## src/rtl/ram_arbiter_if.sv

```systemverilog
// ram_arbiter_if: requester-side bundle for both ports of ram_arbiter.
// master = requesters (load/store unit, debug/DMA); slave = the arbiter.
interface ram_arbiter_if #(
  parameter int ADDR_WIDTH = 12,
  parameter int DATA_WIDTH = 32
);
  logic                  req0, req1;
  logic                  we0, we1;
  logic [ADDR_WIDTH-1:0] addr0, addr1;
  logic [DATA_WIDTH-1:0] wdata0, wdata1;
  logic                  gnt0, gnt1;
  logic                  rvalid0, rvalid1;
  logic [DATA_WIDTH-1:0] rdata0, rdata1;
  modport master (
    output req0, req1, we0, we1, addr0, addr1, wdata0, wdata1,
    input  gnt0, gnt1, rvalid0, rvalid1, rdata0, rdata1
  );
  modport slave (
    input  req0, req1, we0, we1, addr0, addr1, wdata0, wdata1,
    output gnt0, gnt1, rvalid0, rvalid1, rdata0, rdata1
  );
endinterface

```

## src/rtl/ram_arbiter.sv

```systemverilog
// ram_arbiter: two-port round-robin sequencer for the single-port data RAM, IDLE->ISSUE->RESP.
// Optional per-port completion counters when RAM_ARB_STATS_EN is defined.
module ram_arbiter #(
  parameter int ADDR_WIDTH = 12,
  parameter int DATA_WIDTH = 32,
  parameter int CNT_WIDTH  = 16
) (
  input  logic                  clk,
  input  logic                  rst_n,
  ram_arbiter_if.slave          bus,
  output logic [ADDR_WIDTH-1:0] ram_address,
  output logic [DATA_WIDTH-1:0] ram_data_in,
  output logic                  ram_store,
  output logic                  ram_load,
  input  logic [DATA_WIDTH-1:0] ram_data_out,
  output logic [CNT_WIDTH-1:0]  cnt0,
  output logic [CNT_WIDTH-1:0]  cnt1
);
  typedef enum logic [1:0] {IDLE, ISSUE, RESP} state_t;
  state_t                state;
  logic                  prio, owner, we;
  logic                  pick, any_req, sel_we;
  logic [ADDR_WIDTH-1:0] sel_addr;
  logic [DATA_WIDTH-1:0] sel_wdata, rdata_resp, rdata0_q, rdata1_q;
  always_comb begin
    any_req    = bus.req0 | bus.req1;
    pick       = (bus.req0 & bus.req1) ? prio : bus.req1;
    sel_we     = pick ? bus.we1 : bus.we0;
    sel_addr   = pick ? bus.addr1 : bus.addr0;
    sel_wdata  = pick ? bus.wdata1 : bus.wdata0;
    bus.gnt0   = (state == IDLE) & any_req & ~pick;
    bus.gnt1   = (state == IDLE) & any_req & pick;
    rdata_resp = we ? '0 : ram_data_out;
    // RAM read data only arrives in RESP, so the owner's rdata is passed through then
    bus.rdata0 = (state == RESP && !owner) ? rdata_resp : rdata0_q;
    bus.rdata1 = (state == RESP && owner) ? rdata_resp : rdata1_q;
  end
  always_ff @(posedge clk or negedge rst_n) begin
    if (!rst_n) begin
      state       <= IDLE;
      prio        <= 1'b0;
      owner       <= 1'b0;
      we          <= 1'b0;
      ram_address <= '0;
      ram_data_in <= '0;
      ram_store   <= 1'b0;
      ram_load    <= 1'b0;
      bus.rvalid0 <= 1'b0;
      bus.rvalid1 <= 1'b0;
      rdata0_q    <= '0;
      rdata1_q    <= '0;
    end else begin
      ram_store   <= 1'b0;
      ram_load    <= 1'b0;
      bus.rvalid0 <= 1'b0;
      bus.rvalid1 <= 1'b0;
      case (state)
        IDLE: if (any_req) begin
          owner       <= pick;
          we          <= sel_we;
          ram_address <= sel_addr;
          ram_data_in <= sel_wdata;
          ram_store   <= sel_we;
          ram_load    <= ~sel_we;
          state       <= ISSUE;
        end
        ISSUE: begin
          bus.rvalid0 <= ~owner;
          bus.rvalid1 <= owner;
          state       <= RESP;
        end
        RESP: begin
          prio  <= ~owner;
          state <= IDLE;
          if (owner) rdata1_q <= rdata_resp;
          else rdata0_q <= rdata_resp;
        end
        default: state <= IDLE;
      endcase
    end
  end
`ifdef RAM_ARB_STATS_EN
  always_ff @(posedge clk or negedge rst_n) begin
    if (!rst_n) begin
      cnt0 <= '0;
      cnt1 <= '0;
    end else if (state == RESP) begin
      if (!owner && !(&cnt0)) cnt0 <= cnt0 + 1'b1;
      if (owner && !(&cnt1)) cnt1 <= cnt1 + 1'b1;
    end
  end
`else
  assign cnt0 = '0;
  assign cnt1 = '0;
`endif
endmodule

```

## src/flat_wrapper.sv

```systemverilog
// flat-port wrapper written by rule: the top's interface ports become plain ports
module ram_arbiter_flat 
#(
  parameter int ADDR_WIDTH = 12,
  parameter int DATA_WIDTH = 32,
  parameter int CNT_WIDTH  = 16
)
  (clk, rst_n, ram_address, ram_data_in, ram_store, ram_load, ram_data_out, cnt0, cnt1, bus_req0, bus_req1, bus_we0, bus_we1, bus_addr0, bus_addr1, bus_wdata0, bus_wdata1, bus_gnt0, bus_gnt1, bus_rvalid0, bus_rvalid1, bus_rdata0, bus_rdata1);
  ram_arbiter_if #(.ADDR_WIDTH(ADDR_WIDTH), .DATA_WIDTH(DATA_WIDTH)) bus_i ();
  input  logic clk;
  input  logic rst_n;
  output logic [ADDR_WIDTH-1:0] ram_address;
  output logic [DATA_WIDTH-1:0] ram_data_in;
  output logic ram_store;
  output logic ram_load;
  input  logic [DATA_WIDTH-1:0] ram_data_out;
  output logic [CNT_WIDTH-1:0] cnt0;
  output logic [CNT_WIDTH-1:0] cnt1;
  input wire logic [$bits(bus_i.req0)-1:0] bus_req0;
  input wire logic [$bits(bus_i.req1)-1:0] bus_req1;
  input wire logic [$bits(bus_i.we0)-1:0] bus_we0;
  input wire logic [$bits(bus_i.we1)-1:0] bus_we1;
  input wire logic [$bits(bus_i.addr0)-1:0] bus_addr0;
  input wire logic [$bits(bus_i.addr1)-1:0] bus_addr1;
  input wire logic [$bits(bus_i.wdata0)-1:0] bus_wdata0;
  input wire logic [$bits(bus_i.wdata1)-1:0] bus_wdata1;
  output wire logic [$bits(bus_i.gnt0)-1:0] bus_gnt0;
  output wire logic [$bits(bus_i.gnt1)-1:0] bus_gnt1;
  output wire logic [$bits(bus_i.rvalid0)-1:0] bus_rvalid0;
  output wire logic [$bits(bus_i.rvalid1)-1:0] bus_rvalid1;
  output wire logic [$bits(bus_i.rdata0)-1:0] bus_rdata0;
  output wire logic [$bits(bus_i.rdata1)-1:0] bus_rdata1;
  assign bus_i.req0 = bus_req0;
  assign bus_i.req1 = bus_req1;
  assign bus_i.we0 = bus_we0;
  assign bus_i.we1 = bus_we1;
  assign bus_i.addr0 = bus_addr0;
  assign bus_i.addr1 = bus_addr1;
  assign bus_i.wdata0 = bus_wdata0;
  assign bus_i.wdata1 = bus_wdata1;
  assign bus_gnt0 = bus_i.gnt0;
  assign bus_gnt1 = bus_i.gnt1;
  assign bus_rvalid0 = bus_i.rvalid0;
  assign bus_rvalid1 = bus_i.rvalid1;
  assign bus_rdata0 = bus_i.rdata0;
  assign bus_rdata1 = bus_i.rdata1;
  ram_arbiter #(.ADDR_WIDTH(ADDR_WIDTH), .DATA_WIDTH(DATA_WIDTH), .CNT_WIDTH(CNT_WIDTH)) u_core (.clk(clk), .rst_n(rst_n), .bus(bus_i), .ram_address(ram_address), .ram_data_in(ram_data_in), .ram_store(ram_store), .ram_load(ram_load), .ram_data_out(ram_data_out), .cnt0(cnt0), .cnt1(cnt1));
endmodule
```

## config.mk

```make
export PLATFORM = sky130hd
export DESIGN_NAME = ram_arbiter_flat
export DESIGN_NICKNAME = d
export VERILOG_FILES = /design/src/rtl/ram_arbiter_if.sv /design/src/rtl/ram_arbiter.sv /design/src/flat_wrapper.sv
export SDC_FILE = /design/constraint.sdc
export NUM_CORES = 1
export LEC_CHECK = 0
export CAP_MARGIN = 20
export CORE_MARGIN = 1.5
export CORE_UTILIZATION = 35
export CTS_CLUSTER_DIAMETER = 200
export DETAILED_ROUTE_END_ITERATION = 16
export PLACE_DENSITY = 0.84
export SLEW_MARGIN = 5
export SYNTH_ARGS = -nofsm -noshare
export SYNTH_HDL_FRONTEND = slang
export SYNTH_SLANG_ARGS = --single-unit
```

## constraint.sdc

```tcl
create_clock -name clk -period 1.7 [get_ports clk]
set_input_delay 0.34 -clock clk [delete_from_list [all_inputs] [get_ports clk]]
set_output_delay 0.34 -clock clk [all_outputs]
set_load 0.02 [all_outputs]
```

# == Word-level counts from Yosys, hierarchy flattened ==
# Index checks and enable logic that the tools add are counted.
# word_totals
reg_bits,117
in_bits,126
output_inout_bits,146
wordCells,45
# classes
n_eq_ne,3
n_mux,15
bitwise_logic,8
n_reduce_logical,7
# op_table
operator,count
$mux 32,4
$mux 12,1
$mux 1,8
$reduce_and 2->1,3
$and 1x1->1,4
$pmux 2 s2,1
$not 1->1,3
$eq 2x1->1 const B,1
$eq 2x2->1 const B,1
$logic_and 1x1->1,2
$logic_not 2->1,1
$mux 2,1
$ne 2x1->1 const B,1
$logic_not 1->1,1
$or 1x1->1,1

# == Logic depth before layout (Yosys ltp) ==
# Gate-level depths: netlist of run 1.
# depth
depth_word,6
ltp_mapped,5
depth_no_buf,4

# == Worst setup path after synthesis of run 1 ==
# Ideal clock, no wire load.
# synth_path
kind,register -> output
start,reg u_core.state[0]
end,out bus_rdata0[14]
arrival_time_ps,1553
required_ps,1360
slack_ps,-193
stages_incl_launch_ff,5
n_path_buf,2
path_cell_list,dfrtp_1 -> or3b_1 -> clkbuf_1 -> clkbuf_1 -> o21ai_1
# synth_between
elab_chain_cells,3
# synth_rtl
element,line,source
"start, declared",ram_arbiter.sv:20,state_t state;
"start signal, assigned",ram_arbiter.sv:40,state <= IDLE;
"start signal, assigned",ram_arbiter.sv:65,state <= ISSUE;
"start signal, assigned",ram_arbiter.sv:70,state <= RESP;
$eq 2x2->1,ram_arbiter.sv:35,bus.rdata0 = (state == RESP && !owner) ? rdata_resp : rdata0_q;
$logic_and 1x1->1,ram_arbiter.sv:35,
$mux 32,ram_arbiter.sv:35,
"end, declared",flat_wrapper.sv:31,output wire logic [$bits(bus_i.rdata0)-1:0] bus_rdata0;
# No other way between the ends.

# == Final worst setup path of run 1 ==
# layout_path
start,reg u_core.state[0]
end,out bus_rdata0[11]
# The elaborated chain is that of the path after synthesis.

==> results of run 1 <==
logic make-up after synthesis:
kind of cell / synth area share
other: 0.000745
and+or+nand+nor: 0.108
buffers and inverters: 0.0836
DFF: 0.582
AOI/OAI and AO/OA: 0.226
metal layers:
metal  vias up  routed length, µm
met3        77               1590
li1       2272                  -
met2       296              12000
met4         0               1110
met1      2609               7940
met5         -                  0
cell type report:
type / instances / share of cell area
repair buffers: 364 / 0.373
flip-flops and latches: 117 / 0.279
multi-input cells: 304 / 0.267
clock buffers: 20 / 0.0436
well taps: 180 / 0.0215
clock inverters: 12 / 0.0147
inverters: 3 / 0.00107
stage by stage:
stage / util / std cells / total power [W]
detailed placement: 0.576 / 893 / 0.0142
global placement: 0.576 / 893 / 0.0139
finish: 0.752 / 1000 / 0.0220
CTS: 0.678 / 953 / 0.0193
global route: 0.752 / 1000 / 0.0228
floorplan: - / 489 / 0.00980
worst max-delay path, delay by kind of cell (launching register included):
| family | cells | cell delay [ns] |
|---|---|---|
| buffers and inverters | 3 | 0.46 |
| AOI/OAI and AO/OA | 1 | 0.18 |
| and+or+nand+nor | 1 | 0.49 |
| DFF | 1 | 0.39 |
flip-flops by register name, indices dropped and copies added, names as in the netlist:
| signal | flops |
|---|---|
| u_core.we | 1 |
| u_core.ram_load | 1 |
| u_core.ram_data_in | 32 |
| u_core.ram_address | 12 |
| u_core.owner | 1 |
| u_core.rdata1_q | 32 |
| u_core.rdata0_q | 32 |
| u_core.state | 2 |
| u_core.ram_store | 1 |
| u_core.bus.rvalid0 | 1 |
| u_core.prio | 1 |
| u_core.bus.rvalid1 | 1 |
power by group through the flow:
stage	combinational (W)	clock (W)	sequential, W
6_report	0.0133	0.00370	0.00493
5_1_grt	0.0139	0.00389	0.00503
4_1_cts	0.0108	0.00373	0.00473
3_5_place_dp	0.00954	0	0.00466
3_3_place_gp	0.00930	0	0.00458
2_1_floorplan	0.00459	0	0.00522
layout by cell type, fill, tap and decap left out, types with 7 or more instances in the layout:
master and count:
nand2_4 39, o21ai_2 12, a221o_1 44, buf_16 8, dlygate4sd2_1 48, o21ai_4 50, buf_6 82, buf_8 7
dfrtp_1 117, nand2_1 15, clkdlybuf4s50_1 124, nand2_2 12, clkbuf_16 26, o21a_1 44, buf_4 75, nand2b_1 29
conb_1 32, buf_12 10
worst min path at each step:
| stage | endpoint | slack (ns) | cells past startpoint |
|---|---|---|---|
| 2_1_floorplan | u_core.bus.rvalid0$_DFF_PN0_ | 0.04 | 0 |
| 3_3_place_gp | u_core.rdata0_q[8]$_DFFE_PN0P_ | 0.27 | 1 |
| 3_5_place_dp | u_core.rdata0_q[8]$_DFFE_PN0P_ | 0.27 | 1 |
| 4_1_cts | u_core.rdata0_q[7]$_DFFE_PN0P_ | 0.38 | 2 |
| 5_1_grt | u_core.rdata0_q[1]$_DFFE_PN0P_ | 0.41 | 2 |
| 6_report | u_core.rdata0_q[1]$_DFFE_PN0P_ | 0.39 | 2 |
repair_timing:
action / CTS / global route
endpoints found under the setup margin: 160 / 81
gates cloned: 8 / 12
resized for setup: 584 / 118
pin swaps: 11 / 39
setup buffers: 19 / 37
hold endpoints to repair: 22 / 0
hold buffers: 1 / 0
==> reports/results.ini, run 1 <==
[power_and_ir_drop]
p_sw_w = 0.00895
power_density_mw_per_mm2 = 2100
swShare = 0.408
cellLeakagePower_nw = 4.77
pwr-share-seq = 0.225
comb_power_share = 0.607
p_clk_frac = 0.169
ir_drop_v = 0.000939
internal-power_w = 0.0130

[die]
die_y_um = 123
boundaryPins = 272
start_util = 0.361
core_area_mm2 = 0.0139
row_count = 43
die-area_mm2 = 0.0151
die_x_um = 123

[job]
cap_violations = 0

[detailed_routing]
drt-vias-per-instance = 5.25
firstDrtPassIters = 5
via_count = 5254
drt-initial-drc-count = 287
routedWlPerCell_um = 22.7
drc = 0
ant_nets = 0
drt-total-wl_um = 22700

[timing]
fin_setup_tns_ns = -34.40
relSlewSlack = 0.556
worstMarginPinSlew_ns = 0.664
grt_setup_unrepaired = true
clock_skew_ns = 0.00851
setup_viol = 111
finalWorstSetupSlack_ns = -0.593
fin_crit_sh = 1.35
period_minus_slack_ns = 2.29
hold_violations = 0
slew_violations = 0
hold_slack_ns = 0.387
fmax_mhz = 436

[logic_synthesis]
yosysTopAreaCell = dfrtp_1
yosys-top-cells-area = dfrtp_1 58%, a221o_1 8.8%, o21a_1 6.6%
synth_cells = 458
synthTopCellsByCount = 117 x dfrtp_1, 66 x nand2_1, 44 x a221o_1, 44 x o21a_1, 36 x o21ai_1
synth_cell_types = 26
synth_edf_count = 0
ys_seq_elements = 117
synth_seq_area_share = 0.582
yosys_most_used_dff = dfrtp_1
synth_top_area_frac = 0.582
yosysWarnings = 0
synthMostInstantiatedCell = dfrtp_1
syn_area_mm2 = 0.00503
avgSynthCellArea_um2 = 11.0
async_flop_share = 1.00

[critical_path]
reg2regPathDepth = 7
critical_path_class = register to output port
cp_cell_sequence = or3b_4, buf_6, buf_12, o21ai_4, buf_6
crit_start = u_core.state[0]$_DFFE_PN0P_
arrival_ns = 1.95
crit_path_max_incr_delay_ns = 0.49
cp_common_cell = buf_6
cp_max_fo = 8
worst_path_max_delay_cell = or3b_4
crit_path_start_kind = register
rr_endpoint = u_core.ram_address[8]$_DFFE_PN0P_
critPathCaptureType = output port
worst-r2r-setup-slack_ns = -0.12
crit_end = bus_rdata0[11]
r2r-start = u_core.state[0]$_DFFE_PN0P_
worstPathRequired_ns = 1.36

[clock_network]
cts_tree = done
cts_sinks = 117
htreeDepth = 4
clkLatencyLatePin_ns = 0.43
path_clk_slew_ns = 0.06
cts_root_buf = clkbuf_16
clk_path_buf_depth = 2
numCtsBuffers = 17

[place]
dpl.hpwl_um = 11100
place_area_mm2 = 0.00803
port_buffers = 239
gp_congestion = 0.793
dp_slack_ns = -0.534

[global_routing]
grt_pass1_vias = 5290
global_route.peak_usage_layer = met2
antenna_found_initial = 0
grt.met2_usage = 0.447
grt_max_degree = 54
overflow = 0
track_usage = 0.253
grt_use_met1 = 0.274
grt_use_met3 = 0.0793
grt_pass1_wl_um = 28300

[outcome]
violations = negative setup slack
status = finished with violations

[final_layout]
fillCellCount = 867
n_antenna_cell = 0
design_area_mm2 = 0.0105
fin_nets = 933
multiInputGateArea_mm2 = 0.00279
syn2layout_area_growth_pct = 108
final-seq-area_mm2 = 0.00293
drive_above_1_share = 0.423

[hold_path]
min_path_type = input pin to asynchronous set/reset pin

Note: power is estimated with default switching activity, not from simulation.
==> run 2: changes to the inputs <==
--- a/config.mk
+++ b/config.mk
@@ -10,6 +10,7 @@
 export CORE_UTILIZATION = 35
 export CTS_CLUSTER_DIAMETER = 200
 export DETAILED_ROUTE_END_ITERATION = 16
+export MAX_ROUTING_LAYER = met4
 export PLACE_DENSITY = 0.84
 export SLEW_MARGIN = 5
 export SYNTH_ARGS = -nofsm -noshare
==> reports/results.ini, run 2 (synthesis results as in run 1) <==
[place]
dpl.hpwl_um = 11100  ; unchanged
port_buffers = 239  ; unchanged
place_inst = 893  ; unchanged
gp_congestion = 0.804  ; +1.4%

[die]
die_y_um = 123  ; unchanged
core_area_mm2 = 0.0139  ; unchanged
row_count = 43  ; unchanged
start_util = 0.361  ; unchanged
die-area_mm2 = 0.0151  ; unchanged
boundaryPins = 272  ; unchanged
die_x_um = 123  ; unchanged

[timing]
grt_setup_unrepaired = true
setup_viol = 97  ; -13%
finalWorstSetupSlack_ns = -0.590  ; +0.00274 ns
period_minus_slack_ns = 2.29  ; -0.00274 ns
slew_violations = 0  ; unchanged
relSlewSlack = 0.571  ; +0.0149
hold_slack_ns = 0.395  ; +0.00828 ns
fmax_mhz = 437  ; +0.12%
hold_violations = 0  ; unchanged
fin_crit_sh = 1.35  ; -0.00161
worstMarginPinSlew_ns = 0.641  ; -0.0223 ns
clock_skew_ns = 0.00857  ; +0.0000570 ns

[clock_network]
numCtsBuffers = 17  ; unchanged
htreeDepth = 4  ; unchanged
clk_path_buf_depth = 2  ; unchanged
cts_tree = done
cts_sinks = 117  ; unchanged
path_clk_slew_ns = 0.06  ; about the same
cts_root_buf = clkbuf_16
clkLatencyLatePin_ns = 0.42  ; about the same

[global_routing]
track_usage = 0.261  ; +0.00755
grt_pass1_vias = 5302  ; +0.23%
overflow = 0  ; unchanged
grt_pass1_wl_um = 28300  ; about the same
grt_max_degree = 54  ; unchanged
antenna_found_initial = 0  ; unchanged

[final_layout]
fillCellCount = 867  ; unchanged
multiInputGateArea_mm2 = 0.00279  ; unchanged
layout_commonest_cell = clkdlybuf4s50_1
n_antenna_cell = 0  ; unchanged
final-seq-area_mm2 = 0.00293  ; unchanged
drive_above_1_share = 0.417  ; -0.00568
fin_nets = 925  ; -0.86%
layout_common_cells = 124 x clkdlybuf4s50_1, 117 x dfrtp_1, 78 x buf_6
reg_top3 = u_core.ram_data_in (32), u_core.rdata0_q (32), u_core.rdata1_q (32)
syn2layout_area_growth_pct = 105
final_cells = 992  ; -0.80%

[critical_path]
worstPathRequired_ns = 1.36  ; about the same
crit_path_max_incr_delay_ns = 0.49  ; about the same
r2r-start = u_core.state[0]$_DFFE_PN0P_
crit_path_start_kind = register
critPathCaptureType = output port
cp_cell_sequence = or3b_4, buf_6, buf_12, o21ai_4, buf_6
arrival_ns = 1.95  ; about the same
crit_start = u_core.state[0]$_DFFE_PN0P_
critical_path_class = register to output port
cp_max_fo = 8  ; unchanged
cp_common_cell = buf_6
worst_path_max_delay_cell = or3b_4

[detailed_routing]
routedWlPerCell_um = 22.3  ; -1.5%
firstDrtPassIters = 5  ; unchanged
drc = 0  ; unchanged
drt-initial-drc-count = 264  ; -8.0%
drt-total-wl_um = 22100  ; -2.3%
drt-vias-per-instance = 5.33  ; +1.4%
ant_nets = 0  ; unchanged
via_count = 5283  ; +0.55%

[power_and_ir_drop]
comb_power_share = 0.600  ; -0.007
pwr-share-seq = 0.229  ; +0.004
p_sw_w = 0.00881  ; -1.5%
internal-power_w = 0.0127  ; -2.3%
p_clk_frac = 0.171  ; +0.002
cellLeakagePower_nw = 4.70  ; -1.4%
power_density_mw_per_mm2 = 2080  ; -0.67%
swShare = 0.410  ; +0.00181
ir_drop_v = 0.000855  ; -8.9%

[outcome]
status = finished with violations
violations = negative setup slack

[hold_path]
min_path_type = input pin to asynchronous set/reset pin

[job]
cap_violations = 0  ; unchanged

run 2: path summary, 6_finish.rpt:
| path | to | slack [ns] | depth (start not counted) |
|---|---|---|---|
| min | u_core.rdata0_q[1]$_DFFE_PN0P_ | 0.40 | 2 |
| min reg2reg | u_core.rdata0_q[4]$_DFFE_PN0P_ | 0.48 | 2 |
| min in group clk | u_core.rdata0_q[4]$_DFFE_PN0P_ | 0.48 | 2 |
| max reg2reg | u_core.ram_address[8]$_DFFE_PN0P_ | -0.12 | 7 |
| max in group asynchronous | u_core.owner$_DFFE_PN0P_ | 0.69 | 3 |
| max | bus_rdata0[11] | -0.59 | 5 |
run 2: what timing repair did:
action,CTS,global route
gates cloned,8,8
pin swaps,11,42
hold endpoints to repair,22,0
hold buffers,1,0
gates resized for setup,584,109
endpoints found under the setup margin,160,81
setup buffers,19,33
run 2: power groups by stage:
stage	clock network, W	logic [W]	registers (W)
after global placement	0	0.00930	0.00458
final	0.00369	0.0129	0.00493
after floorplan	0	0.00459	0.00522
after global routing	0.00388	0.0135	0.00502
after CTS	0.00373	0.0108	0.00473
after detailed placement	0	0.00954	0.00466
run 2: layer usage:
layer  vias up  GRT usage  routed length [µm]
met4         0      0.122                1150
li1       2253          -                   -
met2       304      0.448               11600
met5         -          -                   0
met3        84     0.0747                1460
met1      2642      0.276                7950
run 2: final cells by class:
cell class                      instances  share of cell area
Clock buffer                           20              0.0442
Clock inverter                         12              0.0149
Inverter                                3             0.00109
Multi-Input combinational cell        304               0.270
Sequential cell                       117               0.283
Tap cell                              180              0.0218
Timing Repair Buffer                  356               0.365
run 2: per-stage QoR:
step            util  TNS (ns)  worst slack (ns)  power [W]  area, µm²
4_1_cts        0.678    -30.27            -0.588     0.0193       9450
2_1_floorplan      -     -2.13           -0.0837    0.00980       5410
6_report       0.742    -32.36            -0.590     0.0215      10300
3_3_place_gp   0.576    -45.87            -0.509     0.0139       8030
3_5_place_dp   0.576    -50.19            -0.534     0.0142       8030
5_1_grt        0.742    -39.79            -0.639     0.0224      10300
run 2: critical path: cells and delay by family, from the launching register on:
kind            cells  cell delay (ns)
simple gates        1             0.49
buf+inv             3             0.46
flops               1             0.40
compound gates      1             0.19
==> run 3: changes to the inputs <==
--- a/config.mk
+++ b/config.mk
@@ -7,11 +7,11 @@
 export LEC_CHECK = 0
 export CAP_MARGIN = 20
 export CORE_MARGIN = 1.5
-export CORE_UTILIZATION = 35
+export CORE_UTILIZATION = 30
 export CTS_CLUSTER_DIAMETER = 200
 export DETAILED_ROUTE_END_ITERATION = 16
 export MAX_ROUTING_LAYER = met4
-export PLACE_DENSITY = 0.84
+export PLACE_DENSITY = 0.75
 export SLEW_MARGIN = 5
 export SYNTH_ARGS = -nofsm -noshare
 export SYNTH_HDL_FRONTEND = slang
==> reports/results.ini, run 3 (synthesis results as in run 1) <==
[global_routing]
grt_max_degree = 45  ; -17%
track_usage = 0.203  ; -0.0579
grt_pass1_vias = 4936  ; -6.9%
antenna_found_initial = 0  ; unchanged
grt_pass1_wl_um = 26600  ; -5.8%
overflow = 0  ; unchanged

[clock_network]
cts_tree = done
path_clk_slew_ns = 0.05  ; about the same
clkLatencyLatePin_ns = 0.42  ; about the same
cts_root_buf = clkbuf_16
numCtsBuffers = 17  ; unchanged
htreeDepth = 4  ; unchanged
clk_path_buf_depth = 2  ; unchanged
cts_sinks = 117  ; unchanged

[power_and_ir_drop]
pwr-share-seq = 0.233  ; +0.004
internal-power_w = 0.0123  ; -3.2%
ir_drop_v = 0.00108  ; +27%
swShare = 0.399  ; -0.0103
cellLeakagePower_nw = 4.54  ; -3.5%
comb_power_share = 0.597  ; -0.003
power_density_mw_per_mm2 = 2050  ; -1.6%
p_sw_w = 0.00817  ; -7.3%
p_clk_frac = 0.170  ; about the same

[timing]
hold_violations = 0  ; unchanged
fmax_mhz = 448  ; +2.7%
worstMarginPinSlew_ns = 1.10  ; +0.458 ns
grt_setup_unrepaired = true
period_minus_slack_ns = 2.23  ; -0.0593 ns
clock_skew_ns = 0.0134  ; +0.00481 ns
setup_viol = 113  ; +16%
fin_setup_tns_ns = -41.61  ; -9.25 ns
slew_violations = 0  ; unchanged
relSlewSlack = 0.266  ; -0.305
finalWorstSetupSlack_ns = -0.531  ; +0.0593 ns
fin_crit_sh = 1.31  ; -0.0349

[place]
dpl.hpwl_um = 10500  ; -5.5%
place_inst = 929  ; +4.0%
gp_congestion = 0.799  ; -0.58%
port_buffers = 239  ; unchanged

[critical_path]
crit_path_start_kind = register
arrival_ns = 1.89  ; -0.06 ns
critPathCaptureType = output port
critical_path_class = register to output port
cp_max_fo = 10  ; +2
worstPathRequired_ns = 1.36  ; about the same

[final_layout]
final-seq-area_mm2 = 0.00293  ; unchanged
syn2layout_area_growth_pct = 98.6
fillCellCount = 1302  ; +50%
n_antenna_cell = 0  ; unchanged
fin_nets = 905  ; -2.2%
utilization = 0.607  ; -0.135
reg_top3 = u_core.ram_data_in (32), u_core.rdata0_q (32), u_core.rdata1_q (32)
multiInputGateArea_mm2 = 0.00262  ; -6.1%
drive_above_1_share = 0.391  ; -0.0268
final_cells = 1011  ; +1.9%
layout_common_cells = 124 x clkdlybuf4s50_1, 117 x dfrtp_1, 65 x buf_4
layout_commonest_cell = clkdlybuf4s50_1

[die]
row_count = 47  ; +9.3%
start_util = 0.306  ; -0.0555
boundaryPins = 272  ; unchanged
die_x_um = 133  ; +7.8%
die_y_um = 133  ; +7.8%
core_area_mm2 = 0.0165  ; +18%
die-area_mm2 = 0.0176  ; +16%

[detailed_routing]
via_count = 4901  ; -7.2%
ant_nets = 0  ; unchanged
drt-initial-drc-count = 174  ; -34%
drt-vias-per-instance = 4.85  ; -9.0%
routedWlPerCell_um = 19.1  ; -15%
drt-total-wl_um = 19300  ; -13%
drc = 0  ; unchanged
firstDrtPassIters = 5  ; unchanged

[outcome]
violations = negative setup slack
status = finished with violations

[job]
cap_violations = 0  ; unchanged

[hold_path]
min_path_type = input pin to asynchronous set/reset pin

[run 3: critical path: stages (launching register included)]
cell and delay (ns):
dfrtp_1 0.40, or3b_4 0.43, buf_12 0.17, buf_16 0.17, o21ai_4 0.17, buf_6 0.14
[run 3: path summary, 6_finish.rpt]
check	start	endpoint	slack (ns)	depth (start not counted)
worst max-delay path	u_core.state[0]$_DFFE_PN0P_	bus_rdata0[2]	-0.53	5
worst min-delay path	rst_n	u_core.rdata1_q[20]$_DFFE_PN0P_	0.45	2
worst max register to register	u_core.state[0]$_DFFE_PN0P_	u_core.ram_address[6]$_DFFE_PN0P_	-0.30	9
worst min register to register	u_core.rdata0_q[7]$_DFFE_PN0P_	u_core.rdata0_q[7]$_DFFE_PN0P_	0.48	2
max in group asynchronous	rst_n	u_core.rdata1_q[9]$_DFFE_PN0P_	0.65	3
min in group clk	u_core.rdata0_q[7]$_DFFE_PN0P_	u_core.rdata0_q[7]$_DFFE_PN0P_	0.48	2
[run 3: cell type report]
type	count	share of cell area
Clock buffer	21	0.0461
Clock inverter	10	0.0106
Inverter	3	0.00113
Multi-Input combinational cell	304	0.262
Sequential cell	117	0.293
Tap cell	220	0.0275
Timing Repair Buffer	336	0.359
[run 3: layer usage]
| layer | routed length [µm] | vias up | GRT usage |
|---|---|---|---|
| met3 | 1040 | 33 | 0.0479 |
| met2 | 9950 | 239 | 0.328 |
| met1 | 7780 | 2416 | 0.245 |
| met4 | 490 | 0 | 0.0794 |
| met5 | 0 | - | - |
| li1 | - | 2213 | - |
[run 3: power by group through the flow]
stage               registers [W]  clock network, W  logic (W)
floorplan                 0.00522                 0    0.00459
finish                    0.00477           0.00348     0.0122
global placement          0.00458                 0    0.00934
CTS                       0.00463           0.00354     0.0101
global route              0.00491           0.00367     0.0129
detailed placement        0.00463                 0    0.00944
[run 3: per-stage QoR]
step | cell area, µm² | hold WS [ns] | setup WS [ns] | total power (W)
3_3_place_gp | 8060 | 0.330 | -0.538 | 0.0139
4_1_cts | 8980 | 0.430 | -0.555 | 0.0182
5_1_grt | 9990 | 0.477 | -0.580 | 0.0215
6_report | 9990 | 0.450 | -0.531 | 0.0205
2_1_floorplan | 5410 | 0.0444 | -0.0837 | 0.00980
3_5_place_dp | 8060 | 0.331 | -0.581 | 0.0141
[run 3: repair_timing]
action | in CTS | in global routing
endpoints found under the setup margin | 160 | 114
buffers inserted | 9 | 26
pin swaps | 17 | 25
gates resized for setup | 462 | 170
hold endpoints to repair | 30 | 0
hold buffers | 1 | 0
gates cloned | 9 | 10
